`config.mk`:
```
export PLATFORM = sky130hd
export DESIGN_NAME = trace_capture_flat
export DESIGN_NICKNAME = d
export VERILOG_FILES = /design/src/rtl/trace_capture_if.sv /design/src/rtl/trace_capture.sv /design/src/flat_wrapper.sv
export SDC_FILE = /design/constraint.sdc
export NUM_CORES = 1
export LEC_CHECK = 0
export ABC_AREA = 1
export CAP_MARGIN = 25
export CORE_MARGIN = 2
export CORE_UTILIZATION = 57
export DETAILED_ROUTE_END_ITERATION = 10
export PLACE_DENSITY_LB_ADDON = 0.25
export SLEW_MARGIN = 30
export SYNTH_ARGS = -nofsm -noshare
export SYNTH_HDL_FRONTEND = slang
export SYNTH_SLANG_ARGS = --single-unit
export TNS_END_PERCENT = 20
```
`constraint.sdc`:
```
create_clock -name clk -period 5.65 [get_ports clk]
set_clock_uncertainty 0.2 [all_clocks]
set_input_delay 1.13 -clock clk [delete_from_list [all_inputs] [get_ports clk]]
set_output_delay 1.13 -clock clk [all_outputs]
set_load 0.01 [all_outputs]
```
`src/rtl/trace_capture_if.sv`:
```
// Bundles the probe, trigger-config and readout signals of trace_capture.
// Latency: none, this is wiring only.
// Backpressure: none; readout pops are paced by rd_en alone.
//
// Ports (by direction seen from the capture block, modport slave):
//   in : ch_data, sel, arm, trig_mask, trig_value, post_count, rd_en
//   out: rd_data, rd_valid, armed, done, rd_empty, n_stored
// The driving side (stimulus or debug controller) uses modport master.
interface trace_capture_if #(
    parameter int WIDTH = 32,
    parameter int NCH   = 4,
    parameter int DEPTH = 16
);
    localparam int SW = (NCH > 1) ? $clog2(NCH) : 1;
    localparam int AW = $clog2(DEPTH);
    localparam int CW = AW + 1;

    logic [NCH*WIDTH-1:0] ch_data;
    logic [SW-1:0]        sel;
    logic                 arm;
    logic [WIDTH-1:0]     trig_mask;
    logic [WIDTH-1:0]     trig_value;
    logic [AW-1:0]        post_count;
    logic                 rd_en;
    logic [WIDTH-1:0]     rd_data;
    logic                 rd_valid;
    logic                 armed;
    logic                 done;
    logic                 rd_empty;
    logic [CW-1:0]        n_stored;

    modport master (
        output ch_data, sel, arm, trig_mask, trig_value, post_count, rd_en,
        input  rd_data, rd_valid, armed, done, rd_empty, n_stored
    );

    modport slave (
        input  ch_data, sel, arm, trig_mask, trig_value, post_count, rd_en,
        output rd_data, rd_valid, armed, done, rd_empty, n_stored
    );
endinterface

```
`src/rtl/trace_capture.sv`:
```
// Debug trace capture: muxes one of NCH probes, triggers on a masked match, keeps pre/post history.
// Latency: one sample stored per cycle while capturing; a pop returns rd_data one cycle after rd_en.
// Backpressure: none; capture never stalls, rd_en is ignored unless DONE with unread entries.
//
// Ports:
//   clk, rst_n : rising-edge clock, asynchronous active-low reset
//   bus        : trace_capture_if.slave (probe inputs, trigger config, readout outputs)
module trace_capture #(
    parameter int WIDTH = 32,
    parameter int NCH   = 4,
    parameter int DEPTH = 16
) (
    input  logic            clk,
    input  logic            rst_n,
    trace_capture_if.slave  bus
);
    localparam int SW = (NCH > 1) ? $clog2(NCH) : 1;
    localparam int AW = $clog2(DEPTH);
    localparam int CW = AW + 1;

    typedef enum logic [1:0] {
        IDLE  = 2'd0,
        ARMED = 2'd1,
        POST  = 2'd2,
        DONE  = 2'd3
    } state_t;

    state_t           state;
    state_t           state_nxt;

    logic [WIDTH-1:0] mem [DEPTH];

    logic [AW-1:0]    wr_ptr;
    logic [CW-1:0]    n_stored;
    logic [AW-1:0]    post_left;
    logic [CW-1:0]    rd_cnt;
    logic [WIDTH-1:0] rd_data;
    logic             rd_valid;

    logic [WIDTH-1:0] sample;
    logic             match;
    logic             wr_en;
    logic             full;
    logic             rd_empty;
    logic             pop;
    logic [AW-1:0]    rd_base;
    logic [AW-1:0]    rd_addr;

    // Probe mux. Out-of-range selects fall back to channel 0 rather than
    // indexing past the packed bus.
    always_comb begin
        sample = bus.ch_data[WIDTH-1:0];
        for (int k = 0; k < NCH; k++) begin
            if (bus.sel == SW'(k)) begin
                sample = bus.ch_data[k*WIDTH +: WIDTH];
            end
        end
    end

    assign match = ((sample ^ bus.trig_value) & bus.trig_mask) == '0;

    // ---------------------------------------------------------------
    // Capture FSM: state register
    // ---------------------------------------------------------------
    always_ff @(posedge clk or negedge rst_n) begin
        if (!rst_n) begin
            state <= IDLE;
        end else begin
            state <= state_nxt;
        end
    end

    // ---------------------------------------------------------------
    // Capture FSM: next state and write enable.
    // arm overrides everything, including a match in the same cycle; the
    // arm cycle itself stores nothing, the first sample lands one cycle later.
    // ---------------------------------------------------------------
    always_comb begin
        state_nxt = state;
        wr_en     = 1'b0;
        if (bus.arm) begin
            state_nxt = ARMED;
        end else begin
            case (state)
                ARMED: begin
                    wr_en = 1'b1;
                    if (match) begin
                        state_nxt = (post_left == '0) ? DONE : POST;
                    end
                end
                POST: begin
                    wr_en = 1'b1;
                    // This write consumes the last post-trigger slot.
                    if (post_left == AW'(1)) begin
                        state_nxt = DONE;
                    end
                end
                default: begin
                    state_nxt = state;
                end
            endcase
        end
    end

    // ---------------------------------------------------------------
    // Readout addressing. Once the buffer has wrapped, wr_ptr points at the
    // oldest surviving entry; before that the oldest entry is slot 0.
    // rd_cnt counts pops, so the read address is base + pops (mod DEPTH).
    // ---------------------------------------------------------------
    assign full     = (n_stored == CW'(DEPTH));
    assign rd_base  = full ? wr_ptr : '0;
    assign rd_addr  = rd_base + rd_cnt[AW-1:0];
    assign rd_empty = (state == DONE) && (rd_cnt == n_stored);
    assign pop      = (state == DONE) && bus.rd_en && !rd_empty && !bus.arm;

    // Sample storage; contents are don't-care after reset or re-arm.
    always_ff @(posedge clk) begin
        if (wr_en) begin
            mem[wr_ptr] <= sample;
        end
    end

    // ---------------------------------------------------------------
    // Pointers, counters and read port
    // ---------------------------------------------------------------
    always_ff @(posedge clk or negedge rst_n) begin
        if (!rst_n) begin
            wr_ptr    <= '0;
            n_stored  <= '0;
            post_left <= '0;
            rd_cnt    <= '0;
            rd_data   <= '0;
            rd_valid  <= 1'b0;
        end else if (bus.arm) begin
            wr_ptr    <= '0;
            n_stored  <= '0;
            post_left <= bus.post_count;
            rd_cnt    <= '0;
            rd_valid  <= 1'b0;
        end else begin
            rd_valid <= 1'b0;

            if (wr_en) begin
                // DEPTH is a power of two, so natural wrap of wr_ptr is mod DEPTH.
                wr_ptr <= wr_ptr + AW'(1);
                if (!full) begin
                    n_stored <= n_stored + CW'(1);
                end
            end

            if (state == POST) begin
                post_left <= post_left - AW'(1);
            end

            if (pop) begin
                rd_data  <= mem[rd_addr];
                rd_valid <= 1'b1;
                rd_cnt   <= rd_cnt + CW'(1);
            end
        end
    end

    assign bus.rd_data  = rd_data;
    assign bus.rd_valid = rd_valid;
    assign bus.armed    = (state == ARMED);
    assign bus.done     = (state == DONE);
    assign bus.rd_empty = rd_empty;
    assign bus.n_stored = n_stored;

endmodule
```
`src/flat_wrapper.sv`:
```
// flat-port wrapper written by rule: the top's interface ports become plain ports
module trace_capture_flat 
#(
    parameter int WIDTH = 32,
    parameter int NCH   = 4,
    parameter int DEPTH = 16
)
  (clk, rst_n, bus_ch_data, bus_sel, bus_arm, bus_trig_mask, bus_trig_value, bus_post_count, bus_rd_en, bus_rd_data, bus_rd_valid, bus_armed, bus_done, bus_rd_empty, bus_n_stored);
  trace_capture_if #(.WIDTH(WIDTH), .NCH(NCH), .DEPTH(DEPTH)) bus_i ();
  input  logic clk;
  input  logic rst_n;
  input wire logic [$bits(bus_i.ch_data)-1:0] bus_ch_data;
  input wire logic [$bits(bus_i.sel)-1:0] bus_sel;
  input wire logic [$bits(bus_i.arm)-1:0] bus_arm;
  input wire logic [$bits(bus_i.trig_mask)-1:0] bus_trig_mask;
  input wire logic [$bits(bus_i.trig_value)-1:0] bus_trig_value;
  input wire logic [$bits(bus_i.post_count)-1:0] bus_post_count;
  input wire logic [$bits(bus_i.rd_en)-1:0] bus_rd_en;
  output wire logic [$bits(bus_i.rd_data)-1:0] bus_rd_data;
  output wire logic [$bits(bus_i.rd_valid)-1:0] bus_rd_valid;
  output wire logic [$bits(bus_i.armed)-1:0] bus_armed;
  output wire logic [$bits(bus_i.done)-1:0] bus_done;
  output wire logic [$bits(bus_i.rd_empty)-1:0] bus_rd_empty;
  output wire logic [$bits(bus_i.n_stored)-1:0] bus_n_stored;
  assign bus_i.ch_data = bus_ch_data;
  assign bus_i.sel = bus_sel;
  assign bus_i.arm = bus_arm;
  assign bus_i.trig_mask = bus_trig_mask;
  assign bus_i.trig_value = bus_trig_value;
  assign bus_i.post_count = bus_post_count;
  assign bus_i.rd_en = bus_rd_en;
  assign bus_rd_data = bus_i.rd_data;
  assign bus_rd_valid = bus_i.rd_valid;
  assign bus_armed = bus_i.armed;
  assign bus_done = bus_i.done;
  assign bus_rd_empty = bus_i.rd_empty;
  assign bus_n_stored = bus_i.n_stored;
  trace_capture #(.WIDTH(WIDTH), .NCH(NCH), .DEPTH(DEPTH)) u_core (.clk(clk), .rst_n(rst_n), .bus(bus_i));
endmodule
```
==> impl_metrics.ini <==
[outcome]
status = complete, no violations

[synthesis]
ys_types = 36
yosys.area.top_type = edfxtp_1
synth_area_leaders = edfxtp_1 63%, dfrtp_1 5.5%, mux2i_1 5.3%
synthCells = 1896
seq_area_frac_synth_pct = 68.82
synth_top_area_share_pct = 63.35
synth_nets = 2115
synth_warnings = 0
synth_area_per_cell_um2 = 12.80
ys_ff_latch = 565
syn_area_um2 = 24270

[hold_path]
hp-class = register to register
hold_depth = 1

[setup_path]
ff2ff_path_depth = 13
path_common_cell = inv_1
critPathSlowestCell = fa_4
crit_chain = inv_1 -> ha_1 -> nand4_2 -> nor2_1 -> ha_4 -> inv_1 -> fa_4 -> buf_12 -> o21ai_0 -> o221ai_1 -> nand2_1 -> o211ai_1 -> o21a_1
crit_path_max_fanout = 65
critPathRequiredTime_ps = 5970
crit_type = register to register
worstSetupStartpointType = register
critPathArrivalTime_ps = 4500
crit_path_end_kind = register
critPathMaxStageDelay_ps = 1320

[clocking]
cts_sinks = 565
hold_buffers = 0
clk_latency_ps = 590
htreeDepth = 2
cts_tree = yes
cts_setup_buffers = 0
cts-resized-gates = 0
clkTransAtPathRegs_ps = 60
cts_buffers = 53
clock-root-buffer = clkbuf_16
clockBufferDepth = 3

[grt]
busiest_layer = met2
antenna_found_initial = 1
met1_usage_pct = 37.06
grt_max_degree = 107
grt_use_total_pct = 29.68
grt_pass1_wl_mm = 97.15
gr-total-overflow = 0
met3_usage_pct = 4.708
grt_pass1_vias = 16418
met2_usage_pct = 52.68

[cells_and_area]
final_cell_mix = 512 x edfxtp_1, 241 x clkdlybuf4s50_1, 190 x nand2_1
fin_nets = 2337
final_common_cell = edfxtp_1
area_growth_pct = 19.70
drive_gt1_share_pct = 6.944

[die]
core_um2 = 41950
die_width_um = 210.3
start_util_pct = 57.86
die_y_um = 210.3
io_pins = 243
dieArea_um2 = 44240
rows = 75

[sta]
post-route-period-util_pct = 73.90
rsz0062_at_grt = no
report.final.setup_viol = 0
period_minus_slack_ps = 4175
hold_viol_final = 0
finalMaxSlewViolations = 0
maxSlewHeadroom_pct = 37.85
tightestPinTransition_ps = 932.3
fin_ws_ps = 1475
fin_setup_tns_ps = 0
max_freq_ghz = 0.2395

[drt]
drc_errors = 0
drt_wl_total_mm = 65.59
drt_iter0_drc = 1722
vias_per_cell = 6.124
drtPass1Iterations = 8
vias = 16534
ant_nets = 0
wl_per_cell_um = 24.29

[placed_design]
place_ws_ps = 1428
portBuffers = 242
place_congestion = 1.010
dpl.hpwl_mm = 40.91

[job]
cap_viol_max_count = 0

[pwr]
powerDensity_nw_per_um2 = 366.0
p_leak_nw = 10.07
peakVddDrop_mv = 0.2253
registers in the layout, summed over array words and instances, names as in the netlist:
signal / flops
u_core.mem: 512
u_core.post_left: 4
u_core.wr_ptr: 4
u_core.bus.rd_valid: 1
u_core.state: 2
u_core.bus.n_stored: 5
u_core.rd_cnt: 5
u_core.bus.rd_data: 32
through the flow:
stage / instances / utilization, % / hold WS, ps / total power [mW] / cell area (um^2)
floorplan: 1896 / - / 290.0 / 6.406 / 24270
global placement: 2601 / 65.28 / 271.3 / 7.269 / 27380
detailed placement: 2602 / 65.35 / 278.7 / 7.336 / 27410
CTS: 2699 / 69.25 / 292.0 / 10.65 / 29050
global route: 2700 / 69.25 / 301.0 / 11.02 / 29050
finish: 2700 / 69.25 / 285.0 / 10.63 / 29050
per-layer routing:
layer	routed length [um]	vias up	part of all wire [%]
met4	2025	0	3.1
met5	0	-	0
met2	33800	824	52
met1	24330	8112	37
li1	-	7491	-
met3	5439	107	8.3
cell type report:
class | instances | area, um^2
sequential | 565 | 16700
fill | 2855 | 12900
inverter | 112 | 427.9
timing repair buffer | 283 | 2845
clock inverter | 22 | 163.9
antenna | 1 | 2.502
tap | 539 | 674.4
multi-input combinational | 1103 | 6763
clock buffer | 75 | 1471
kinds of logic (layout without fill, tap and decap cells):
| logic type | after synthesis | count (layout) | share of synthesized area, % |
|---|---|---|---|
| and+or+nand+nor | 573 | 573 | 10.26 |
| other | 0 | 1 | 0 |
| buffers and inverters | 228 | 492 | 3.960 |
| muxes | 128 | 128 | 5.279 |
| xor gates and xnor gates | 7 | 7 | 0.2526 |
| DFF | 565 | 565 | 68.82 |
| AOI/OAI and AO/OA | 378 | 378 | 10.52 |
| adders and majority gates | 17 | 17 | 0.9074 |
Yosys cell counts:
library cell and count:
clkbuf_2 3, ha_1 16, inv_6 1, clkbuf_4 1, nand3_1 164, o21ai_0 170, xor2_1 6, nor2_1 168
buf_6 5, inv_1 108, buf_4 7, dfrtp_1 53, o211ai_1 34, inv_2 3, nand4_2 1, o21a_1 32
xnor2_1 1, o22ai_1 1, nand2b_1 1, clkbuf_1 74, or2_1 30, nand2_4 2, fa_1 1, nand2_2 3
or2_2 4, mux2i_1 128, o221ai_1 131, buf_2 23, nor4_1 2, nand2_1 190, nor3_1 7, a21oi_1 8
edfxtp_1 512, buf_1 3, a31oi_1 2, nand4_1 1
critical path: cells and delay by family, from the launching register on:
kind / cells / cell delay [ps]
AOI/OAI and AO/OA: 4 / 780
and+or+nand+nor: 3 / 510
DFF: 1 / 440
adders and majority gates: 3 / 1660
buffers and inverters: 3 / 480
path summary, 6_finish.rpt:
kind	startpoint	to	slack, ps
worst max-delay path	u_core.bus.n_stored[0]$_DFFE_PN0P_	u_core.bus.rd_data[13]$_DFFE_PN0P_	1470
worst min-delay path	u_core.bus.rd_data[25]$_DFFE_PN0P_	u_core.bus.rd_data[25]$_DFFE_PN0P_	280
worst max register to register	u_core.bus.n_stored[0]$_DFFE_PN0P_	u_core.bus.rd_data[13]$_DFFE_PN0P_	1470
worst min register to register	u_core.bus.rd_data[25]$_DFFE_PN0P_	u_core.bus.rd_data[25]$_DFFE_PN0P_	280
max in group asynchronous	rst_n	u_core.bus.rd_data[12]$_DFFE_PN0P_	4130
min in group asynchronous	rst_n	u_core.bus.rd_data[0]$_DFFE_PN0P_	550
power by group:
group / internal, mW / switching (mW) / leakage, nW
clock: 1.90 / 1.46 / 0.795
combinational: 0.921 / 1.28 / 4.04
sequential: 4.94 / 0.132 / 5.24
total: 7.76 / 2.87 / 10.1
Note: power is estimated with default switching activity, not from simulation.
